$ cat src/rtl/anim_pkg.sv
// Shared definitions for the layer sequencer: wrap/boundary defaults, FSM states, sprite index type.
package anim_pkg;

  localparam int unsigned H_WRAP_DEFAULT       = 320;
  localparam int unsigned V_WRAP_DEFAULT       = 240;
  localparam int unsigned V_BLANK_LINE_DEFAULT = 480;
  localparam int unsigned FRAME_DIV_DEFAULT    = 4;
  localparam int unsigned IDX_W                = 4;

  typedef logic [IDX_W-1:0] idx_t;

  typedef enum logic [1:0] {
    IDLE,
    PLAY,
    DONE
  } anim_state_t;

endpackage

$ cat src/rtl/anim_scroll_ctrl_wrap_step.sv
// Combinational modular add/sub of a scroll offset by a small step; offset assumed < MODULUS.
module wrap_step #(
  parameter int unsigned MODULUS = 320
) (
  input  logic [9:0] offset,
  input  logic [3:0] step,
  input  logic       inc,
  input  logic       dec,
  output logic [9:0] result
);

  localparam logic [10:0] MOD = 11'(MODULUS);

  logic [10:0] sum;
  logic [10:0] diff;

  always_comb begin
    sum    = {1'b0, offset} + {7'd0, step};
    diff   = {1'b0, offset} - {7'd0, step};
    result = offset;
    if (inc && !dec) begin
      result = (sum >= MOD) ? 10'(sum - MOD) : sum[9:0];
    end else if (dec && !inc) begin
      // underflow wraps mod 2^11 first; adding MOD restores the true residue
      result = (offset < {6'd0, step}) ? 10'(diff + MOD) : diff[9:0];
    end
  end

endmodule

$ cat src/rtl/anim_scroll_ctrl.sv
// Per-frame scroll/animation sequencer for one layer; all updates commit on the clk after frame_tick.
// Optional ANIM_PINGPONG_EN: loop mode bounces first..last..first instead of wrapping.
module anim_scroll_ctrl
  import anim_pkg::*;
#(
  parameter int unsigned H_WRAP       = H_WRAP_DEFAULT,
  parameter int unsigned V_WRAP       = V_WRAP_DEFAULT,
  parameter int unsigned V_BLANK_LINE = V_BLANK_LINE_DEFAULT,
  parameter int unsigned FRAME_DIV    = FRAME_DIV_DEFAULT
) (
  input  logic       clk,
  input  logic       rst_n,
  input  logic [9:0] h_cnt,
  input  logic [9:0] v_cnt,
  input  logic       mv_left,
  input  logic       mv_right,
  input  logic       mv_up,
  input  logic       mv_down,
  input  logic [3:0] step_h,
  input  logic [3:0] step_v,
  input  logic       anim_en,
  input  logic       anim_loop,
  input  logic [3:0] anim_first,
  input  logic [3:0] anim_last,
  output logic [9:0] pos_h,
  output logic [9:0] pos_v,
  output logic [3:0] now_pixel_idx,
  output logic       frame_tick,
  output logic       anim_done
);

  localparam logic [7:0] DIV_LAST = 8'(FRAME_DIV - 1);

  anim_state_t state_q, state_d;
  logic [7:0]  div_q, div_d;
  idx_t        idx_q, idx_d, eff_first;
  logic        single, done_d;
  logic        cond, cond_q, armed;
  logic [9:0]  pos_h_nx, pos_v_nx;
`ifdef ANIM_PINGPONG_EN
  logic        dir_q, dir_d;
`endif

  assign cond          = (v_cnt == 10'(V_BLANK_LINE)) && (h_cnt == '0);
  assign now_pixel_idx = idx_q;
  assign eff_first     = (anim_first == '0) ? idx_t'(1) : anim_first;
  assign single        = anim_last < eff_first;

  // armed blocks a tick until cond has been seen low, so a reset inside the boundary needs a fresh edge
  always_ff @(posedge clk or negedge rst_n) begin
    if (!rst_n) begin
      cond_q     <= 1'b0;
      armed      <= 1'b0;
      frame_tick <= 1'b0;
    end else begin
      cond_q     <= cond;
      armed      <= armed | ~cond;
      frame_tick <= cond & ~cond_q & armed;
    end
  end

  wrap_step #(.MODULUS(H_WRAP)) u_wrap_h (
    .offset(pos_h), .step(step_h), .inc(mv_right), .dec(mv_left), .result(pos_h_nx)
  );

  wrap_step #(.MODULUS(V_WRAP)) u_wrap_v (
    .offset(pos_v), .step(step_v), .inc(mv_down), .dec(mv_up), .result(pos_v_nx)
  );

  always_comb begin
    state_d = state_q;
    div_d   = div_q;
    idx_d   = idx_q;
    done_d  = 1'b0;
`ifdef ANIM_PINGPONG_EN
    dir_d   = dir_q;
`endif
    if (frame_tick) begin
      case (state_q)
        IDLE: begin
          idx_d = eff_first;
          div_d = '0;
`ifdef ANIM_PINGPONG_EN
          dir_d = 1'b0;
`endif
          if (anim_en) state_d = PLAY;
        end
        PLAY: begin
          if (!anim_en) begin
            state_d = IDLE;
            idx_d   = eff_first;
            div_d   = '0;
`ifdef ANIM_PINGPONG_EN
            dir_d   = 1'b0;
`endif
          end else if (div_q != DIV_LAST) begin
            div_d = div_q + 8'd1;
          end else begin
            div_d = '0;
            if (single || idx_q < eff_first || idx_q > anim_last) begin
              idx_d = eff_first;
`ifdef ANIM_PINGPONG_EN
              dir_d = 1'b0;
            end else if (anim_loop && dir_q) begin
              if (idx_q == eff_first) begin
                dir_d = 1'b0;
                if (idx_q != anim_last) idx_d = idx_q + idx_t'(1);
              end else begin
                idx_d = idx_q - idx_t'(1);
              end
`endif
            end else if (idx_q != anim_last) begin
              idx_d = idx_q + idx_t'(1);
            end else if (anim_loop) begin
`ifdef ANIM_PINGPONG_EN
              if (anim_last != eff_first) begin
                dir_d = 1'b1;
                idx_d = idx_q - idx_t'(1);
              end
`else
              idx_d = eff_first;
`endif
            end else begin
              state_d = DONE;
              done_d  = 1'b1;
            end
          end
        end
        DONE: begin
          if (!anim_en) begin
            state_d = IDLE;
            idx_d   = eff_first;
            div_d   = '0;
`ifdef ANIM_PINGPONG_EN
            dir_d   = 1'b0;
`endif
          end
        end
        default: state_d = IDLE;
      endcase
    end
  end

  always_ff @(posedge clk or negedge rst_n) begin
    if (!rst_n) begin
      state_q   <= IDLE;
      div_q     <= '0;
      idx_q     <= idx_t'(1);
      anim_done <= 1'b0;
      pos_h     <= '0;
      pos_v     <= '0;
`ifdef ANIM_PINGPONG_EN
      dir_q     <= 1'b0;
`endif
    end else begin
      state_q   <= state_d;
      div_q     <= div_d;
      idx_q     <= idx_d;
      anim_done <= done_d;
`ifdef ANIM_PINGPONG_EN
      dir_q     <= dir_d;
`endif
      if (frame_tick) begin
        pos_h <= pos_h_nx;
        pos_v <= pos_v_nx;
      end
    end
  end

endmodule

$ cat config.mk
export PLATFORM = sky130hd
export DESIGN_NAME = anim_scroll_ctrl
export DESIGN_NICKNAME = d
export VERILOG_FILES = /design/src/rtl/anim_pkg.sv /design/src/rtl/anim_scroll_ctrl_wrap_step.sv /design/src/rtl/anim_scroll_ctrl.sv
export SDC_FILE = /design/constraint.sdc
export NUM_CORES = 1
export LEC_CHECK = 0
export CORE_ASPECT_RATIO = 0.75
export CORE_UTILIZATION = 50
export CTS_BUF_LIST = sky130_fd_sc_hd__clkbuf_8
export CTS_CLUSTER_SIZE = 10
export DETAILED_ROUTE_END_ITERATION = 10
export GPL_ROUTABILITY_DRIVEN = 0
export PLACE_DENSITY = 0.76
export SKIP_LAST_GASP = 1
export SLEW_MARGIN = 20
export SYNTH_ARGS = -nofsm -noshare
export SYNTH_HDL_FRONTEND = slang
export SYNTH_SLANG_ARGS = --single-unit
$ cat constraint.sdc
create_clock -name clk -period 3.6 [get_ports clk]
set_input_delay 0.72 -clock clk [delete_from_list [all_inputs] [get_ports clk]]
set_output_delay 0.72 -clock clk [all_outputs]
set_load 0.05 [all_outputs]
# Word-level counts from Yosys, hierarchy flattened
# Index checks and enable logic that the tools add are counted.
# op_classes
add_sub_neg	10
n_mul	0
div	0
n_lt_le_gt_ge	7
n_eq_ne	12
n_shift	0
muxes	35
n_bitwise	5
n_reduce_logical	22
# op_table
op	n
$mux 10	8
$mux 4	7
$mux 8	3
$pmux 8 s3	1
$add 10x4->11	2
$lt 10x4->1	2
$sub 10x4->10	2
$mux 2	7
$ne 3x3->1 const B	4
$pmux 4 s3	1
$ge 11x8->1 const B	1
$ge 11x9->1 const B	1
$add 10x8->10 const B	1
$add 10x9->10 const B	1
$eq 10x9->1 const B	1
$logic_not 10->1	1
$sub 10x8->10 const B	1
$sub 10x9->10 const B	1
$add 8x1->8 const B	1
$lt 4x4->1	2
$ne 8x2->1 const B	1
$mux 1	7
$reduce_and 7->1	1
$pmux 2 s3	1
20 further kinds	33
# word_totals
regBits	38
latch_bits	0
ramBits	0
mem_bits_ro	0
in_bits	44
output_inout_bits	26
word_cells	100
mem_count	0

# Logic depth before layout (Yosys ltp)
# depth
word_depth	10
mapped_depth	15
ltp_nobuf	14

# By module
# A second synthesis with hierarchy kept.
# hier_totals
hier_cells	512
hier_area_um2	4410.5
# by_module_without_submodules
module	instances	cells_per_inst	area_each_um2	seq_area_each_um2
anim_scroll_ctrl	1	184	2112.0	952.2
wrap_step (u_wrap_v)	1	165	1207.4	0.0
wrap_step (u_wrap_h)	1	163	1091.0	0.0

# Least setup slack after synthesis
# OpenSTA, ideal clock, no wires.
# synth_path
path_kind	input-to-reg
startpoint	in step_h[0]
endpoint	reg pos_h[6]
setup_time_ps	138
arrival_time_ps	3009
t_required_ps	3462
setup_slack_ps	453
cell_stages	12
path_buffers	0
cell_sequence	ha_1 > fa_1 > nor2b_1 > o2111ai_1 > xnor2_1 > ha_1 > nand2_1 > nor3_1 > o2111ai_1 > o211ai_2 > xnor2_1 > o221ai_1
# synth_between
elab_chain_len	5
elab_cells_between_ends	10
cone_classes	add/sub (4); order compare (2); mux (4)
# synth_rtl
item	line_no	rtl
start, declared	anim_scroll_ctrl.sv:19	input logic [3:0] step_h,
$sub 10x4->10	anim_scroll_ctrl_wrap_step.sv:19	diff = {1'b0, offset} - {7'd0, step};
$add 10x9->10	anim_scroll_ctrl_wrap_step.sv:25	result = (offset < {6'd0, step}) ? 10'(diff + MOD) : diff[9:0];
$mux 10	anim_scroll_ctrl_wrap_step.sv:25	
$mux 10	anim_scroll_ctrl_wrap_step.sv:23	end else if (dec && !inc) begin
$mux 10 *	anim_scroll_ctrl_wrap_step.sv:21	if (inc && !dec) begin
end signal, assigned	anim_scroll_ctrl.sv:164	pos_h <= pos_h_nx;
end, declared	anim_scroll_ctrl.sv:25	output logic [9:0] pos_h,
# Mark *: on every way between the ends. The rest lies on a longest branch, timed or not. The select of a mux whose other input is x is not followed.
# A chain may end at the register's enable or synchronous reset.

# Worst setup path after layout
# layout_path
startpoint	in step_h[0]
endpoint	reg pos_h[9]
# Same word-level chain as after synthesis.

==> flow_summary.yaml <==
setup_path:
  crit_arrival_ns: 3.58
  critPathRequiredTime_ns: 3.82
  start_kind: "input pin"
  criticalPathCategory: "input pin to register"
  worstPathMaxFanout: 2
  cp-end-kind: "register"
logic_synthesis:
  ys_top_cells_by_count: "nor2_1, nand2_1, dfrtp_1, ha_1, inv_1"
  ys_seq_area_share_pct: 25.38
  post-synth-top-count-cell: "nor2_1"
  synth_area_per_cell_um2: 8.172
  synth-main-ff-cell: "dfrtp_1"
  synth_async_sr_flop_share_pct: 100.0
  ys_seq_elements: 38
  synth_edf_count: 0
  netlist-cell-type-count: 71
  synth_nets: 540
  synth_top_cell_by_area: "dfrtp_1"
  ys_top_cells_by_area: "dfrtp_1, ha_1, nor2_1"
  yosys_warnings: 0
  synth_top_area_share_pct: 24.68
  netlist_area_um2: 3751
  synth_cells: 459
grt:
  grt_pass1_vias: 3552
  grtUsageTotal_pct: 26.00
  overflow: 0
  grt_max_degree: 39
  antenna_found_initial: 0
  grt_pass1_wl_um: 16410
routing:
  vias_per_cell: 5.839
  first_pass_iters: 4
  drtAntennaViolNets: 0
  vias: 3696
  wl_met1_um: 4693
  routedWlPerCell_um: 15.28
  drc_errors: 0
  met2WireLength_um: 4351
  dr_wl_met3_um: 584
  top_layer: "met4"
  drt_iter0_markers: 249
  routed_wl_um: 9675
cells_and_area:
  area_growth_pct: 26.42
  fin_nets: 615
  diodes: 0
  fin_cells: 633
  final_design_area_no_fill_um2: 4742
  drive_above_1_share_pct: 8.785
clocking:
  cts_hold_buf: 0
  cts_buffers: 5
  ctsRootBufferMaster: "clkbuf_8"
  cts_max_path_buffers: 2
  cts_sinks: 38
  cts_max_level: 2
  cts_tree: "yes"
  clk_pin_slew_ns: 0.08
  clk_latency_ns: 0.29
sta:
  finalCriticalPeriod_ns: 3.364
  finalCritPeriodShare_pct: 93.44
  whs_ns: 0.4739
  hold_violations: 0
  rsz0062_at_grt: "false"
  timing.final.max_slew_violations: 0
  finalSetupViolCount: 0
  worst_pin_slew_ns: 0.9082
  slew_headroom_pct: 39.45
  skew_ns: 0.008531
  fmax_mhz: 297.3
placement:
  dp_hpwl_um: 7476
  dp.cells: 625
  port_buffers: 69
  postPlaceCellArea_um2: 4613
floorplanning:
  initial_utilization_pct: 53.38
  pin_count: 70
  dieWidth_um: 102.0
  die_area_um2: 7856
  core_um2: 7027
  die_h_um: 77.01
  std_cell_rows: 26
power:
  ir_drop_uv: 147.9
  leakagePower_nw: 2.051
  power_density_nw_per_um2: 213.8
flow_run:
  cap_viol_max_count: 0
hold_path:
  hold_path.class: "register to register"
outcome:
  run_status: "finished clean"
## stage by stage
stage          TNS [ns]  utilization, %  worst slack (ns)  power (mW)
5_1_grt               0           67.49          0.007979       1.067
6_report              0           67.49            0.2362       1.014
3_5_place_dp    -0.1381           65.65          -0.07330      0.6404
4_1_cts               0           67.31            0.2215       1.022
2_1_floorplan         0               -            0.4527      0.5458
3_3_place_gp          0           65.65           0.06057      0.6340
## worst max-delay path, cell delays in order
cell             delay, ns
clkdlybuf4s50_1       0.43
ha_1                  0.24
fa_1                  0.39
nor2b_1               0.17
o2111ai_2             0.23
xnor2_1               0.18
ha_1                  0.19
nand2_1               0.05
nor3_1                0.18
o2111ai_2             0.20
buf_4                 0.18
nor4_1                0.17
nor4_1                0.09
a21oi_1               0.16
## layout make-up
type	instances	area, um^2
clock buffers	6	82.58
flip-flops and latches	38	952.2
repair buffers	88	828.3
clock inverters	2	33.78
multi-input cells	367	2595
inverters	34	127.6
well taps	98	122.6
fillers	602	2285
## state kept, by name, indices dropped and copies added (netlist names)
register,flops
anim_done,1
armed,1
cond_q,1
div_q,8
frame_tick,1
now_pixel_idx,4
pos_h,10
pos_v,10
state_q,2
## layer usage
metal | track usage, % | up-vias
met3 | 4.193 | 6
met4 | 4.571 | 0
met2 | 41.48 | 138
met5 | 0 | -
li1 | - | 1800
met1 | 37.17 | 1752
## cells by family (layout without fill, tap and decap cells)
| family | after synthesis | in the layout | synth area share [%] |
|---|---|---|---|
| muxes | 12 | 12 | 3.236 |
| buffers and inverters | 54 | 130 | 5.771 |
| xor gates and xnor gates | 28 | 28 | 6.738 |
| AOI/OAI and AO/OA | 129 | 129 | 23.42 |
| and+or+nand+nor | 161 | 161 | 22.32 |
| adders and majority gates | 37 | 37 | 13.14 |
| DFF | 38 | 38 | 25.38 |
## cells in the final DEF, fill, tap and decap left out, types with 8 or more instances in the layout
cell / instances
clkdlybuf4s50_1: 68
nor2_1: 39
nand2_1: 38
dfrtp_1: 37
inv_1: 34
ha_1: 33
a21oi_1: 28
o21ai_0: 24
buf_4: 19
xor2_1: 14
xnor2_1: 13
nor2b_1: 11
nor4_1: 11
nor3_1: 11
mux2i_1: 11
o21ai_1: 9
nand3_1: 9
nand4_1: 8
## power by group
part | internal [mW] | switching (mW) | leakage (nW)
clock network | 0.223 | 0.156 | 0.0626
registers | 0.429 | 0.00610 | 0.512
logic | 0.0997 | 0.101 | 1.48
## worst paths after layout
path / from / endpoint / slack [ns] / cells past startpoint
worst max-delay path: step_h[0] / pos_h[9] / 0.24 / 14
worst min-delay path: armed / armed / 0.47 / 1
worst max register to register: pos_h[0] / pos_h[9] / 0.69 / 13
worst min register to register: armed / armed / 0.47 / 1
max in group asynchronous: rst_n / now_pixel_idx[1] / 2.47 / 1
min in group asynchronous: rst_n / pos_h[2] / 0.55 / 1
## repair_timing
item / 4_1_cts / 5_1_grt
buffers inserted: 0 / 0
endpoints found under the setup margin: 0 / 1
hold endpoints to repair: 0 / 0
resized for setup: 0 / 2
(Power assumes the default switching activity.)
